==> config.mk <==
export PLATFORM = sky130hd
export DESIGN_NAME = u_dly_fine_ctrl
export DESIGN_NICKNAME = d
export VERILOG_FILES = /design/src/rtl/dly_pkg.sv /design/src/rtl/u_dly_therm.sv /design/src/rtl/u_dly_fine_ctrl.sv
export SDC_FILE = /design/constraint.sdc
export NUM_CORES = 1
export LEC_CHECK = 0
export ABC_AREA = 1
export CAP_MARGIN = 20
export CORE_MARGIN = 2
export CORE_UTILIZATION = 50
export CTS_BUF_LIST = sky130_fd_sc_hd__clkbuf_2 sky130_fd_sc_hd__clkbuf_4 sky130_fd_sc_hd__clkbuf_8
export DETAILED_ROUTE_END_ITERATION = 8
export GPL_TIMING_DRIVEN = 0
export PLACE_DENSITY_LB_ADDON = 0.3
export SLEW_MARGIN = 20
export SYNTH_ARGS = -nofsm -noshare
export SYNTH_HDL_FRONTEND = slang
export SYNTH_HIERARCHICAL = 1
export SYNTH_SLANG_ARGS = --single-unit
==> constraint.sdc <==
create_clock -name i_clk -period 4.5 [get_ports i_clk]
set_input_delay 0.9 -clock i_clk [delete_from_list [all_inputs] [get_ports i_clk]]
set_output_delay 0.9 -clock i_clk [all_outputs]
set_load 0.02 [all_outputs]
==> src/rtl/dly_pkg.sv <==
// Shared encodings and timing constants for the fine delay-locked path.
package dly_pkg;

  typedef enum logic [1:0] {
    ST_IDLE   = 2'd0,
    ST_TRACK  = 2'd1,
    ST_SETTLE = 2'd2
  } st_e;

  typedef enum logic [1:0] {
    DIR_NONE = 2'd0,
    DIR_UP   = 2'd1,
    DIR_DN   = 2'd2
  } dir_e;

  // Per-cell delay of the fine chain, shared with the delay cell models.
  localparam int T_DLY_FINE_PS = 12;
  localparam int T_DLY_FINE_SPAN_PS = 16 * T_DLY_FINE_PS;

endpackage

==> src/rtl/u_dly_therm.sv <==
// Registered binary-to-thermometer encoder: o_sel[k] = (k < i_code), one cycle latency.
// No backpressure; a new code is accepted every cycle.
module u_dly_therm
  import dly_pkg::*;
#(
  parameter int N_CELL    = 16,
  parameter int CODE_W    = 5,
  parameter int INIT_CODE = 8
) (
  input  logic              i_clk,
  input  logic              i_rst,
  input  logic [CODE_W-1:0] i_code,
  output logic [N_CELL-1:0] o_sel
);

  function automatic logic [N_CELL-1:0] therm(input int c);
    logic [N_CELL-1:0] t;
    t = '0;
    for (int k = 0; k < N_CELL; k++) begin
      t[k] = (k < c);
    end
    return t;
  endfunction

  localparam logic [N_CELL-1:0] SEL_INIT = therm(INIT_CODE);

  logic [N_CELL-1:0] sel_d;

  always_comb begin
    sel_d = therm(int'(i_code));
  end

  always_ff @(posedge i_clk or posedge i_rst) begin
    if (i_rst) begin
      o_sel <= SEL_INIT;
    end else begin
      o_sel <= sel_d;
    end
  end

endmodule

==> src/rtl/u_dly_fine_ctrl.sv <==
// Fine delay loop controller: filters PD up/down, steps the code by +/-1 with a settle window, tracks lock.
// Outputs registered, updated on the edge consuming the deciding sample; no backpressure, samples ignored while settling.
module u_dly_fine_ctrl
  import dly_pkg::*;
#(
  parameter int N_CELL    = 16,
  parameter int CODE_W    = 5,
  parameter int INIT_CODE = 8,
  parameter int FILT_TH   = 4,
  parameter int SETTLE    = 4,
  parameter int LOCK_CNT  = 8
) (
  input  logic              i_clk,
  input  logic              i_rst,
  input  logic              i_en,
  input  logic              i_pd_vld,
  input  logic              i_up,
  input  logic              i_dn,
  input  logic              i_code_ld,
  input  logic [CODE_W-1:0] i_code,
  output logic [CODE_W-1:0] o_code,
  output logic [N_CELL-1:0] o_sel,
  output logic              o_lock,
  output logic              o_min,
  output logic              o_max
);

  localparam int ACC_W = $clog2(FILT_TH + 1) + 1;
  localparam int REV_W = $clog2(LOCK_CNT + 1);
  localparam int SET_W = $clog2(SETTLE + 1);

  localparam logic signed [ACC_W-1:0] ACC_ONE = ACC_W'(1);
  localparam logic signed [ACC_W-1:0] ACC_TOP = ACC_W'(FILT_TH);
  localparam logic signed [ACC_W-1:0] ACC_BOT = -ACC_TOP;
  localparam logic [REV_W-1:0]  REV_MAX   = REV_W'(LOCK_CNT);
  localparam logic [SET_W-1:0]  SET_LOAD  = SET_W'(SETTLE - 1);
  localparam logic [CODE_W-1:0] CODE_MAX  = CODE_W'(N_CELL);
  localparam logic [CODE_W-1:0] CODE_INIT = CODE_W'(INIT_CODE);

  st_e                      state_q, state_d;
  dir_e                     dir_q, dir_d, step_dir;
  logic signed [ACC_W-1:0]  acc_q, acc_d, acc_nx;
  logic [SET_W-1:0]         cnt_q, cnt_d;
  logic [REV_W-1:0]         rev_q, rev_d;
  logic                     lock_q, lock_d;
  logic [CODE_W-1:0]        code_q, code_d, code_clamp;
  logic                     min_q, max_q;
  logic                     step_up;

  always_comb begin
    state_d    = state_q;
    dir_d      = dir_q;
    acc_d      = acc_q;
    cnt_d      = cnt_q;
    rev_d      = rev_q;
    lock_d     = lock_q;
    code_d     = code_q;
    acc_nx     = acc_q;
    step_up    = 1'b0;
    step_dir   = DIR_NONE;
    code_clamp = (i_code > CODE_MAX) ? CODE_MAX : i_code;

    if (i_code_ld) begin
      code_d  = code_clamp;
      acc_d   = '0;
      rev_d   = '0;
      lock_d  = 1'b0;
      dir_d   = DIR_NONE;
      cnt_d   = SET_LOAD;
      state_d = i_en ? ST_SETTLE : ST_IDLE;
    end else if (!i_en) begin
      state_d = ST_IDLE;
      acc_d   = '0;
      rev_d   = '0;
      lock_d  = 1'b0;
      dir_d   = DIR_NONE;
    end else begin
      case (state_q)
        ST_IDLE: begin
          acc_d   = '0;
          state_d = ST_TRACK;
        end
        ST_TRACK: begin
          if (i_pd_vld && (i_up ^ i_dn)) begin
            acc_nx = i_up ? acc_q + ACC_ONE : acc_q - ACC_ONE;
            if (acc_nx == ACC_TOP || acc_nx == ACC_BOT) begin
              step_up  = (acc_nx == ACC_TOP);
              step_dir = step_up ? DIR_UP : DIR_DN;
              acc_d    = '0;
              // A step blocked at either rail is dropped without touching history.
              if (!(step_up ? (code_q == CODE_MAX) : (code_q == '0))) begin
                code_d  = step_up ? code_q + CODE_W'(1) : code_q - CODE_W'(1);
                cnt_d   = SET_LOAD;
                state_d = ST_SETTLE;
                if (dir_q == step_dir) begin
                  rev_d  = '0;
                  lock_d = 1'b0;
                end else if (dir_q != DIR_NONE) begin
                  if (rev_q != REV_MAX) rev_d = rev_q + REV_W'(1);
                  if (rev_d == REV_MAX) lock_d = 1'b1;
                end
                dir_d = step_dir;
              end
            end else begin
              acc_d = acc_nx;
            end
          end
        end
        ST_SETTLE: begin
          acc_d = '0;
          if (cnt_q == '0) state_d = ST_TRACK;
          else             cnt_d   = cnt_q - SET_W'(1);
        end
        default: state_d = ST_IDLE;
      endcase
    end
  end

  always_ff @(posedge i_clk or posedge i_rst) begin
    if (i_rst) begin
      state_q <= ST_IDLE;
      dir_q   <= DIR_NONE;
      acc_q   <= '0;
      cnt_q   <= '0;
      rev_q   <= '0;
      lock_q  <= 1'b0;
      code_q  <= CODE_INIT;
      min_q   <= (INIT_CODE == 0);
      max_q   <= (INIT_CODE == N_CELL);
    end else begin
      state_q <= state_d;
      dir_q   <= dir_d;
      acc_q   <= acc_d;
      cnt_q   <= cnt_d;
      rev_q   <= rev_d;
      lock_q  <= lock_d;
      code_q  <= code_d;
      min_q   <= (code_d == '0);
      max_q   <= (code_d == CODE_MAX);
    end
  end

  // Fed from the next-code value so o_sel lands on the same edge as o_code.
  u_dly_therm #(
    .N_CELL   (N_CELL),
    .CODE_W   (CODE_W),
    .INIT_CODE(INIT_CODE)
  ) u_therm (
    .i_clk (i_clk),
    .i_rst (i_rst),
    .i_code(code_d),
    .o_sel (o_sel)
  );

  assign o_code = code_q;
  assign o_lock = lock_q;
  assign o_min  = min_q;
  assign o_max  = max_q;

endmodule

Word-level counts from Yosys, hierarchy flattened
Index checks and enable logic that the tools add are counted.

Register bits: 39. Bits of input ports: 12. Output and inout port bits: 24. Word-level logic and storage cells: 137.

Add/subtract/negate cells: 6. Order comparisons: 17. Equal/unequal tests: 24. Multiplexer cells: 63. Bitwise gates (word level): 1. Reductions and logical operators: 16.

Operators with widths (count): $mux 4 (22); $lt 4x5->1 const A (8); $mux 5 (8); $mux 2 (14); $lt 3x5->1 const A (4); $ne 4x4->1 const B (5); $mux 3 (6); $ne 3x3->1 const B (5); $reduce_and 6->1 (2); $eq 5x5->1 const B (2); $logic_not 5->1 (2); $lt 1x5->1 const A (2); $lt 2x5->1 const A (2); $mux 1 (10); $ne 3x1->1 const B (3); $eq 4x4->1 const B (2); $ne 4x1->1 const B (2); $pmux 4 s2 (1); $reduce_and 4->1 (2); $pmux 2 s3 (1); $pmux 3 s2 (1); $add 5x1->5 const B (1); $gt 5x5->1 const B (1); $reduce_and 5->1 (1); other kinds (19) (20).

Longest topological paths before layout
Gate-level depths: netlist of the first run.

Depth after elaboration: 22. Gate-level depth with buffers: 20. Depth with buffers taken out: 20.

By module
Netlist of the first run, hierarchy kept.

By module, submodules not included: u_dly_fine_ctrl (instances 1, cells an instance 220, area an instance 1672.9 um2, sequential area each 576.8 um2); u_dly_therm (instances 1, cells an instance 51, area an instance 573.0 um2, sequential area each 410.4 um2).

Least setup slack after synthesis of the first run
Ideal clock, no wire load.

Kind: input-to-reg. From: in i_up. To: reg u_therm.o_sel[8]. Library setup time: 0.122 ns. Data arrival time: 3.262 ns. Required time: 4.378 ns. Path slack: 1.116 ns. Stages: 17. Buffers on the path: 0. Cell sequence: inv_1 -> fa_1 -> xnor2_1 -> nor2_4 -> nand2_4 -> ha_1 -> a21o_1 -> a31oi_1 -> nand2_1 -> nand2_1 -> nand2_1 -> nand3_1 -> nand2_2 -> nor2_4 -> inv_4 -> nand2_2 -> o21ai_2.

Word-level cells in the longest chain between the ends: 10. Elaborated cells on any way between the ends: 15. Classes of those cells: order compare: 1; eq/ne: 2; mux: 9; bitwise: 1; reduce/logical: 2.

RTL lines: from (decl) (RTL line u_dly_fine_ctrl.sv:17) `input logic i_up,`; $mux 4 (RTL line u_dly_fine_ctrl.sv:85) `acc_nx = i_up ? acc_q + ACC_ONE : acc_q - ACC_ONE;`; $eq 4x4->1 (RTL line u_dly_fine_ctrl.sv:86, u_dly_fine_ctrl.sv:87); $mux 5 / $mux 1 (equally long branches) (RTL line u_dly_fine_ctrl.sv:92, u_dly_fine_ctrl.sv:91); $mux 5 (RTL line u_dly_fine_ctrl.sv:91) `if (!(step_up ? (code_q == CODE_MAX) : (code_q == '0))) begin`; $mux 5 (RTL line u_dly_fine_ctrl.sv:86) `if (acc_nx == ACC_TOP || acc_nx == ACC_BOT) begin`; $mux 5 (*) (RTL line u_dly_fine_ctrl.sv:84) `if (i_pd_vld && (i_up ^ i_dn)) begin`; $mux 5 (*) (RTL line u_dly_fine_ctrl.sv:78) `case (state_q)`; $mux 5 (*) (RTL line u_dly_fine_ctrl.sv:71) `end else if (!i_en) begin`; $mux 5 (*) (RTL line u_dly_fine_ctrl.sv:63) `if (i_code_ld) begin`; named net code_d[4] (RTL line u_dly_fine_ctrl.sv:46) `logic [CODE_W-1:0] code_q, code_d, code_clamp;`; $lt 4x5->1 (*) (RTL line u_dly_therm.sv:20) `t[k] = (k < c);`; named net u_therm.sel_d[8] (RTL line u_dly_therm.sv:27) `logic [N_CELL-1:0] sel_d;`; to (signal assigned) (RTL line u_dly_therm.sv:37) `o_sel <= sel_d;`; to (decl) (RTL line u_dly_therm.sv:13) `output logic [N_CELL-1:0] o_sel`.

Mark *: on every way through the listed nets, which the timed path passes. The rest lies on a longest branch. A chain may end at the register's enable or synchronous reset.

Final worst setup path of the first run
Same ends and word-level chain as after synthesis.

==> results.md, run 1 <==
- Critical Path RT: 4.68 ns
- Clock share of power: 31.3%
- Post-route minimum period: 4.021 ns
- H-Tree Depth: 2
- Setup repair bufs after CTS: 0
- Final-layout fill cell count: 372
- Number of diodes: 0
- Drt first-iter violations: 111
- Setup CP Type: input pin to register
- Total of max-cap violations: 0
- Syn Area/Cell: 8.287 µm²
- Reg2Reg Setup Slack: 1.35 ns
- RR Endpoint: u_therm/o_sel[8]$_DFF_PP0_
- Netlist cell types: 39
- P per Cell Area: 340.2 nW/µm²
- Top cell by count, worst path: nand2_1
- Die Area: 5044 µm²
- Synth warnings: 6
- Area Growth Syn to Fin: 23.51%
- Die width: 71.02 µm
- Crit path cell chain: clkdlybuf4s50_1 -> inv_1 -> fa_1 -> xnor2_1 -> nor2_4 -> nand2_4 -> ha_1 -> a21o_1 -> a31oi_1 -> nand2_1 -> nand2_1 -> nand2_1 -> nand3_1 -> nand2_2 -> nor2_4 -> inv_4 -> nand2_2 -> o21ai_2
- Final Cycle Share: 89.36%
- Vias in the first global route: 1,811
- # clock sinks: 39
- # rows: 24
- Internal power: 651.2 µW
- Synth Flop Type: dfrtp_1
- Hold Path Class: register to register
- Total CTS buffers: 5
- Fmax: 248.7 MHz
- Startpoint type of the worst setup path: input pin
- Reg-to-reg startpoint: acc_q[0]$_DFFE_PP0P_
- Final setup viols: 0
- Ratio of cells with drive above 1 in the final layout: 13.38%
- Synthesized net count: 295
- Crit-path slowest cell: clkdlybuf4s50_1
- Grt total ovfl: 0
- Hpwl dp: 3309 µm
- Sequential share of power: 43.3%
- Nature of the critical path endpoint: register
- Worst Hold Launch: cnt_q[0]$_DFFE_PP0P_
- # hold bufs at CTS: 0
- # IOs: 36
- Comb pwr share: 25.4%
- Later-pin clock latency in the skew report: 0.29 ns
- First-pass GRT wire length: 8135 µm
- Vias per inst: 5.003
- RSZ-0062 raised after global routing: false
- Register area share after synthesis: 43.96%
- Leak pwr: 0.001331 µW
- CP endpoint: u_therm/o_sel[8]$_DFF_PP0_
- CTS tree: yes
- Port Buffers: 35
- Worst ir drop on vdd: 0.2374 mV
- Initial DRT Pass Iterations: 4
- CP Buf/Inv Count: 3
- Initial antenna violation count: 0
- Largest net degree at the start of global routing: 24
- CTS Root Cell: clkbuf_8
- Final Max Tran Viols: 0
- Crit. Startpoint: i_up
- CP Depth: 18
- Longest Clk Path Bufs: 2
- Status: finished, final reports clean
- Tot Pwr: 943.7 µW
- Via count: 1,831
- Fin. Hold Viols: 0
- Setup TNS: 0 ns
- Drt total wl: 4415 µm
- DRC: 0
- FF-to-FF path depth: 16
- Total core area: 4354 µm²
- Routed len/inst: 12.06 µm
- Post-Synthesis Cells: 271
- Post-DRT Antenna Nets: 0
- Worst-margin pin slew: 0.8974 ns
- Post-synth EDFFs: 0
- Post-cts sizing count: 0
- Total GRT Usage: 20.01%
- Worst endpoint data arrival time: 4.21 ns
- Routability Congestion: 0.8086
- CP delay by family, top: simple AND/OR/NAND/NOR gates
- Starting Density: 51.58%
- Switch Pwr: 292.5 µW
- Clock transition at path regs: 0.08 ns
- Slew Limit Headroom: 40.11%
- Worst path max stage delay: 0.55 ns
- FF+latch count, synth: 39
- Crit-path max FO: 9
- Mapped Area: 2246 µm²
- Nets: 337
- Die Y: 71.02 µm
- Post-synthesis async set-or-reset flop share: 100.0%
- Sw Ratio: 30.99%
- Setup Skew: 0.005697 ns
worst min path at each step:
stage / cells after the start / slack [ns] / end
5_1_grt: 2 / 0.55 / cnt_q[1]$_DFFE_PP0P_
6_report: 2 / 0.50 / cnt_q[0]$_DFFE_PP0P_
3_3_place_gp: 2 / 0.47 / cnt_q[0]$_DFFE_PP0P_
2_1_floorplan: 2 / 0.46 / cnt_q[0]$_DFFE_PP0P_
3_5_place_dp: 2 / 0.48 / cnt_q[0]$_DFFE_PP0P_
4_1_cts: 2 / 0.50 / cnt_q[0]$_DFFE_PP0P_
Yosys cell counts (2+ instances only):
cell       n  area share (%)
nor2_4     3             1.5
nand4_1    6             1.7
o21ai_0   10             2.2
xor2_1     5             1.9
or2_2      2            0.56
nor2_1    28             4.7
nand2_4    5             2.5
inv_1     40             6.7
a21oi_1    7             1.6
ha_1      10             5.6
o21ai_2    2            0.78
fa_1       2             1.8
nand3_1   18             4.0
nor2_2     3            0.84
dfstp_2    9              11
dfrtp_1   30              33
o211ai_1   2            0.67
nand3_2    2            0.89
nand2_1   60              10
o21ai_1    3            0.67
nand2_2    5             1.4
a31oi_1    2            0.56
cell type report:
type                            count  area [µm²]  area share (%)
Multi-Input combinational cell    189        1095           39.47
Clock buffer                        5       68.82           2.481
Timing Repair Buffer               35       350.3           12.63
Clock inverter                      3       43.79           1.579
Sequential cell                    39       987.2           35.59
Tap cell                           52       65.06           2.346
Inverter                           42       160.2           5.774
Buffer                              1       3.754          0.1353
worst reg2reg max path, delay by kind of cell (launching register included):
family	cells	cell delay (ns)
simple gates	9	1.11
fa+ha+maj	2	0.80
flops	1	0.44
compound gates	3	0.44
xor+xnor	1	0.18
buf+inv	1	0.06
cells in the final DEF, fill, tap and decap left out, types with 2 or more instances in the layout:
cell type	count
nand2_1	60
inv_1	40
clkdlybuf4s50_1	35
dfrtp_1	30
nor2_1	28
nand3_1	18
o21ai_0	10
ha_1	10
dfstp_2	9
a21oi_1	7
nand4_1	6
xor2_1	5
nand2_2	5
nand2_4	5
clkbuf_8	5
nor2_4	3
nor2_2	3
o21ai_1	3
or2_2	2
nand3_2	2
o21ai_2	2
o211ai_1	2
a31oi_1	2
fa_1	2
logic make-up (layout without fill, tap and decap cells):
kind of cell,after synthesis,after routing,synth area share (%)
compound gates,34,34,9.527
simple gates,137,137,29.53
fa+ha+maj,12,12,7.354
xor+xnor,6,6,2.340
flops,39,39,43.96
buf+inv,43,86,7.298
power groups by stage:
stage	Clock, µW	Sequential, µW	Combinational [µW]
after floorplan	0	442	128
after global placement	0	415	236
after detailed placement	0	415	241
after CTS	302	409	243
after global routing	314	414	270
final	295	409	240
layer usage:
| layer | track usage (%) | vias to the layer above | routed length [µm] |
|---|---|---|---|
| met2 | 32.81 | 38 | 2097 |
| met4 | 5.031 | 0 | 53 |
| met3 | 5.698 | 6 | 223 |
| met5 | 0 | - | 0 |
| met1 | 26.29 | 835 | 2041 |
| li1 | - | 952 | - |
through the flow:
stage / instances / area [µm²] / setup WS (ns) / hold slack [ns] / util (%)
2_1_floorplan: 271 / 2246 / 1.116 / 0.4588 / -
5_1_grt: 366 / 2774 / 0.2251 / 0.5520 / 63.71
3_3_place_gp: 358 / 2661 / 0.2136 / 0.4748 / 61.12
3_5_place_dp: 358 / 2661 / 0.1829 / 0.4844 / 61.12
4_1_cts: 366 / 2774 / 0.4694 / 0.5037 / 63.71
6_report: 366 / 2774 / 0.4787 / 0.4975 / 63.71
sequential cells by signal, summed over array words and instances, names as in the netlist:
name	count
u_therm/o_sel	16
o_lock	1
cnt_q	3
rev_q	4
dir_q	2
state_q	2
o_code	5
o_min	1
acc_q	4
o_max	1
Note: power is estimated with default switching activity, not from simulation.
==> inputs of run 2 (changes only) <==
DONT_BUFFER_PORTS = 1   (was unset)
MAX_ROUTING_LAYER = met4   (was unset)
==> run 2 against run 1 <==
  * Critical endpoint unchanged
  * Sequential share of layout area up 5.5 points
  * First-iteration DRC count decreased by 0.90%
  * Via count is 8.6% lower
  * Largest power group unchanged
  * Total power decreased by 12%
  * Register-to-register slack improved by 0.06 ns
  * Count of clock-buffer cells in the layout did not move
  * Die area unchanged
  * Sequential cell count stayed put
==> results.md, run 2 (synthesis results as in run 1) <==
- Fmax: 298.8 MHz
- Clock transition at path regs: 0.08 ns
- Nets: 302
- # rows: 24
- Area Growth Syn to Fin: 6.852%
- Final setup viols: 0
- Startpoint type of the worst setup path: input pin
- Largest net degree at the start of global routing: 24
- CTS Root Cell: clkbuf_8
- Total of max-cap violations: 0
- Post-route minimum period: 3.347 ns
- Die Area: 5044 µm²
- Internal power: 550.1 µW
- Setup repair bufs after CTS: 0
- P per Cell Area: 345.3 nW/µm²
- Initial antenna violation count: 0
- Vias in the first global route: 1,681
- # clock sinks: 39
- Crit-path max FO: 9
- Placement Setup Slack: 0.8372 ns
- Comb pwr share: 18.6%
- Worst setup margin: 1.153 ns
- Via count: 1,673
- Most frequent cells in the layout: 60 x nand2_1, 40 x inv_1, 30 x dfrtp_1
- Routability Congestion: 0.8496
- Starting Density: 51.58%
- Total core area: 4354 µm²
- Initial DRT Pass Iterations: 4
- Vias per inst: 5.054
- Commonest non-fill, non-tap cell in the layout: nand2_1
- Final Cycle Share: 74.38%
- Sequential share of power: 53.4%
- Ratio of cells with drive above 1 in the final layout: 15.05%
- Total GRT Usage: 18.61%
- Port Buffers: 0
- Critical Path RT: 4.68 ns
- Drt first-iter violations: 110
- Setup CP Type: input pin to register
- Fin. Hold Viols: 0
- Setup Skew: 0.005004 ns
- Grt total ovfl: 0
- CTS tree: yes
- Tot Pwr: 828.6 µW
- Clock share of power: 28.0%
- # hold bufs at CTS: 0
- Hpwl dp: 3212 µm
- Leak pwr: 0.001176 µW
- Number of diodes: 0
- Max reg flops: 16
- First-pass GRT wire length: 7320 µm
- Die Y: 71.02 µm
- Final Max Tran Viols: 0
- Routed len/inst: 12.69 µm
- Die width: 71.02 µm
- Worst ir drop on vdd: 0.2174 mV
- Final-layout fill cell count: 406
- Hold Path Class: register to register
- Drt total wl: 4200 µm
- # IOs: 36
- Nature of the critical path endpoint: register
- Worst-margin pin slew: 0.9196 ns
- H-Tree Depth: 2
- Later-pin clock latency in the skew report: 0.29 ns
- Slew Limit Headroom: 38.63%
- RSZ-0062 raised after global routing: false
- Post-DRT Antenna Nets: 0
- Longest Clk Path Bufs: 2
- Post-cts sizing count: 0
- Largest Register: u_therm/o_sel
- Worst Hold Margin: 0.4949 ns
- Total CTS buffers: 5
- Setup TNS: 0 ns
- Switch Pwr: 278.5 µW
- Status: finished, final reports clean
- DRC: 0
- Sw Ratio: 33.62%
- Worst endpoint data arrival time: 3.53 ns
-- run 2: final cells by class --
class | instances | area [µm²] | area share, %
clock buffer | 5 | 68.82 | 2.868
inverter | 42 | 160.2 | 6.674
sequential | 39 | 987.2 | 41.14
buffer | 1 | 3.754 | 0.1564
clock inverter | 3 | 20.02 | 0.8342
tap | 52 | 65.06 | 2.711
multi-input combinational | 189 | 1095 | 45.62
-- run 2: per-layer routing --
layer / share of wire, % / GRT usage, %
met3: 5.8 / 4.843
met4: 1.6 / 6.709
met1: 48 / 23.96
met5: 0 / -
met2: 45 / 28.56
-- run 2: final timing paths --
kind | slack [ns] | start | depth (start not counted) | end
worst min register to register | 0.49 | cnt_q[1]$_DFFE_PP0P_ | 2 | cnt_q[1]$_DFFE_PP0P_
max in group asynchronous | 3.24 | i_rst | 1 | rev_q[1]$_DFFE_PP0P_
worst max-delay path | 1.15 | i_up | 17 | u_therm/o_sel[8]$_DFF_PP0_
min in group asynchronous | 0.54 | i_rst | 1 | u_therm/o_sel[9]$_DFF_PP0_
worst min-delay path | 0.49 | cnt_q[1]$_DFFE_PP0P_ | 2 | cnt_q[1]$_DFFE_PP0P_
worst max register to register | 1.41 | acc_q[0]$_DFFE_PP0P_ | 16 | u_therm/o_sel[8]$_DFF_PP0_
-- run 2: power by group through the flow --
| stage | sequential [µW] | clock (µW) | combinational (µW) |
|---|---|---|---|
| CTS | 443 | 239 | 155 |
| finish | 443 | 232 | 154 |
| global route | 446 | 252 | 180 |
| detailed placement | 449 | 0 | 155 |
| global placement | 450 | 0 | 151 |
| floorplan | 442 | 0 | 128 |
-- run 2: metrics by stage --
stage          instance area (µm²)  utilization, %  cells
3_3_place_gp                  2311           53.07    323
4_1_cts                       2400           55.11    331
2_1_floorplan                 2246               -    271
5_1_grt                       2400           55.11    331
3_5_place_dp                  2311           53.07    323
6_report                      2400           55.11    331
-- run 2: worst max-delay path, cell delays in order --
cell and delay [ns]:
inv_1 0.07, fa_1 0.47, xnor2_1 0.18, nor2_4 0.20, nand2_4 0.13, ha_1 0.34, a21o_1 0.19, a31oi_1 0.17
nand2_1 0.07, nand2_1 0.07, nand2_1 0.05, nand3_1 0.07, nand2_2 0.12, nor2_4 0.26, inv_4 0.06, nand2_2 0.10
o21ai_2 0.06
==> inputs of run 3 (changes only) <==
clock period = 2.75 ns   (was 4.5 ns; I/O delays follow)
==> run 3 against run 2 <==
  * Via count rose by 6.7%
  * Register-to-register slack got worse by 1.4 ns
  * Final cell count grew 3.0%
  * Largest cell class unchanged
==> results.md, run 3 (synthesis results as in run 1) <==
- Port Buffers: 0
- H-Tree Depth: 2
- # rows: 24
- Crit-path slowest cell: fa_2
- Vias per inst: 5.235
- Reg area: 988.4 µm²
- # clock sinks: 39
- GR Util met3: 5.271%
- Max reg flops: 16
- Largest net degree at the start of global routing: 24
- Total of max-cap violations: 0
- # hold bufs at CTS: 0
- Post-route minimum period: 2.737 ns
- Leak pwr: 0.001228 µW
- Setup CP Type: register to register
- Final Max Tran Viols: 0
- Initial DRT Pass Iterations: 4
- Crit path cell chain: fa_2 -> xnor2_2 -> nor2_4 -> nand2_8 -> ha_4 -> a21o_1 -> a31oi_4 -> nand2_1 -> nand2_1 -> nand2_1 -> nand3_2 -> nand2_4 -> inv_4 -> nand2_1 -> nor2_1 -> nor2_2
- Crit-path max FO: 5
- Final Cycle Share: 99.54%
- P per Cell Area: 548.5 nW/µm²
- Vias in the first global route: 1,799
- Total CTS buffers: 5
- Setup TNS: 0 ns
- Hold Path Class: input pin to async pin
- Die width: 71.02 µm
- Drt total wl: 4573 µm
- Fmax: 365.3 MHz
- Critical Path RT: 2.93 ns
- Worst ir drop on vdd: 0.3963 mV
- RSZ-0062 raised after global routing: true
- Number of diodes: 0
- # IOs: 36
- Top cell by count, worst path: nand2_1
- Largest Register: u_therm/o_sel
- Final setup viols: 0
- Most frequent cells in the layout: 57 x nand2_1, 35 x inv_1, 29 x dfrtp_1
- CTS Root Cell: clkbuf_8
- DRC: 0
- Routability Congestion: 0.8592
- Routed len/inst: 13.41 µm
- Later-pin clock latency in the skew report: 0.30 ns
- Nets: 312
- Hpwl dp: 3304 µm
- CTS tree: yes
- Via count: 1,785
- Starting Density: 51.58%
- Startpoint type of the worst setup path: register
- Grt total ovfl: 0
- Placement Setup Slack: -0.4884 ns
- Worst endpoint data arrival time: 2.92 ns
- GRT Max-Usage Layer: met2
- Die Y: 71.02 µm
- Util after Layout: 59.83%
- Post-DRT Antenna Nets: 0
- Total GRT Usage: 20.81%
- Grt met2 use: 31.15%
- Fin. Hold Viols: 0
- M1 GR Usage: 27.48%
- Clock transition at path regs: 0.08 ns
- Worst setup margin: 0.01258 ns
- Setup Skew: 0.009748 ns
- Commonest non-fill, non-tap cell in the layout: nand2_1
- Final-layout fill cell count: 363
- Worst path max stage delay: 0.44 ns
- Initial antenna violation count: 0
- First-pass GRT wire length: 8086 µm
- Reg2Reg Setup Slack: 0.01 ns
- Status: finished, final reports clean
- Worst-margin pin slew: 0.8905 ns
- Area Growth Syn to Fin: 15.99%
- Ratio of cells with drive above 1 in the final layout: 25.61%
- Longest Clk Path Bufs: 2
- Nature of the critical path endpoint: register
- Worst Hold Margin: 0.1879 ns
- Total core area: 4354 µm²
- Die Area: 5044 µm²
- Area of the multi-input gates: 1214 µm²
- Slew Limit Headroom: 40.57%
- Drt first-iter violations: 104
run 3: changes by cell type in the layout (fill, tap and decap cells not counted), moves of 2 or more:
cell     change
inv_1        -5
inv_2        +4
ha_4         +3
buf_6        +2
nor2_1       -4
nor2_2       +4
ha_1         -3
nand2_1      -3
fa_2         +2
buf_4        +8
fa_1         -2
nand3_1      -2
run 3: critical path, delay by kind of cell (launching register included):
kind                       cells  cell delay (ns)
AOI/OAI and AO/OA              2             0.34
xor gates and xnor gates       1             0.17
adders and majority gates      2             0.71
buffers and inverters          1             0.09
DFF                            1             0.43
and+or+nand+nor               10             0.88
run 3: final timing paths:
check | start | endpoint | cells after the start
max in group asynchronous | i_rst | acc_q[0]$_DFFE_PP0P_ | 1
min reg2reg | cnt_q[1]$_DFFE_PP0P_ | cnt_q[1]$_DFFE_PP0P_ | 2
max reg2reg | acc_q[1]$_DFFE_PP0P_ | u_therm/o_sel[12]$_DFF_PP0_ | 16
min in group i_clk | i_en | state_q[1]$_DFFE_PP0P_ | 2
max | acc_q[1]$_DFFE_PP0P_ | u_therm/o_sel[12]$_DFF_PP0_ | 16
min | i_rst | u_therm/o_sel[13]$_DFF_PP0_ | 1
run 3: per-stage QoR:
step	instances	cell area (µm²)	power, µW
after floorplan	271	2288	939.7
after detailed placement	323	2354	998.3
after CTS	338	2527	1416
after global placement	323	2354	991.2
final	341	2605	1429
after global routing	341	2605	1523
run 3: routing by layer:
metal | vias up | share of wire, %
met5 | - | 0
met1 | 824 | 44
li1 | 904 | -
met2 | 47 | 48
met3 | 10 | 5.8
met4 | 0 | 1.8
run 3: final cells by class:
| class | instances | area share, % |
|---|---|---|
| inverters | 42 | 6.244 |
| repair buffers | 10 | 3.170 |
| plain buffers | 1 | 0.1441 |
| clock inverters | 3 | 0.7685 |
| well taps | 52 | 2.498 |
| clock buffers | 5 | 2.642 |
| flip-flops and latches | 39 | 37.94 |
| multi-input cells | 189 | 46.59 |
run 3: power by group:
part / switching (µW) / total (µW) / internal (µW)
logic: 194 / 319 / 125
clock network: 209 / 386 / 176
registers: 85.9 / 724 / 638
run 3: repair_timing:
item / 4_1_cts / 5_1_grt
pin swaps: 8 / 14
hold endpoints to repair: 0 / 0
setup buffers: 7 / 4
cloned: 0 / 0
resized for setup: 7 / 18
setup endpoints to repair: 16 / 17
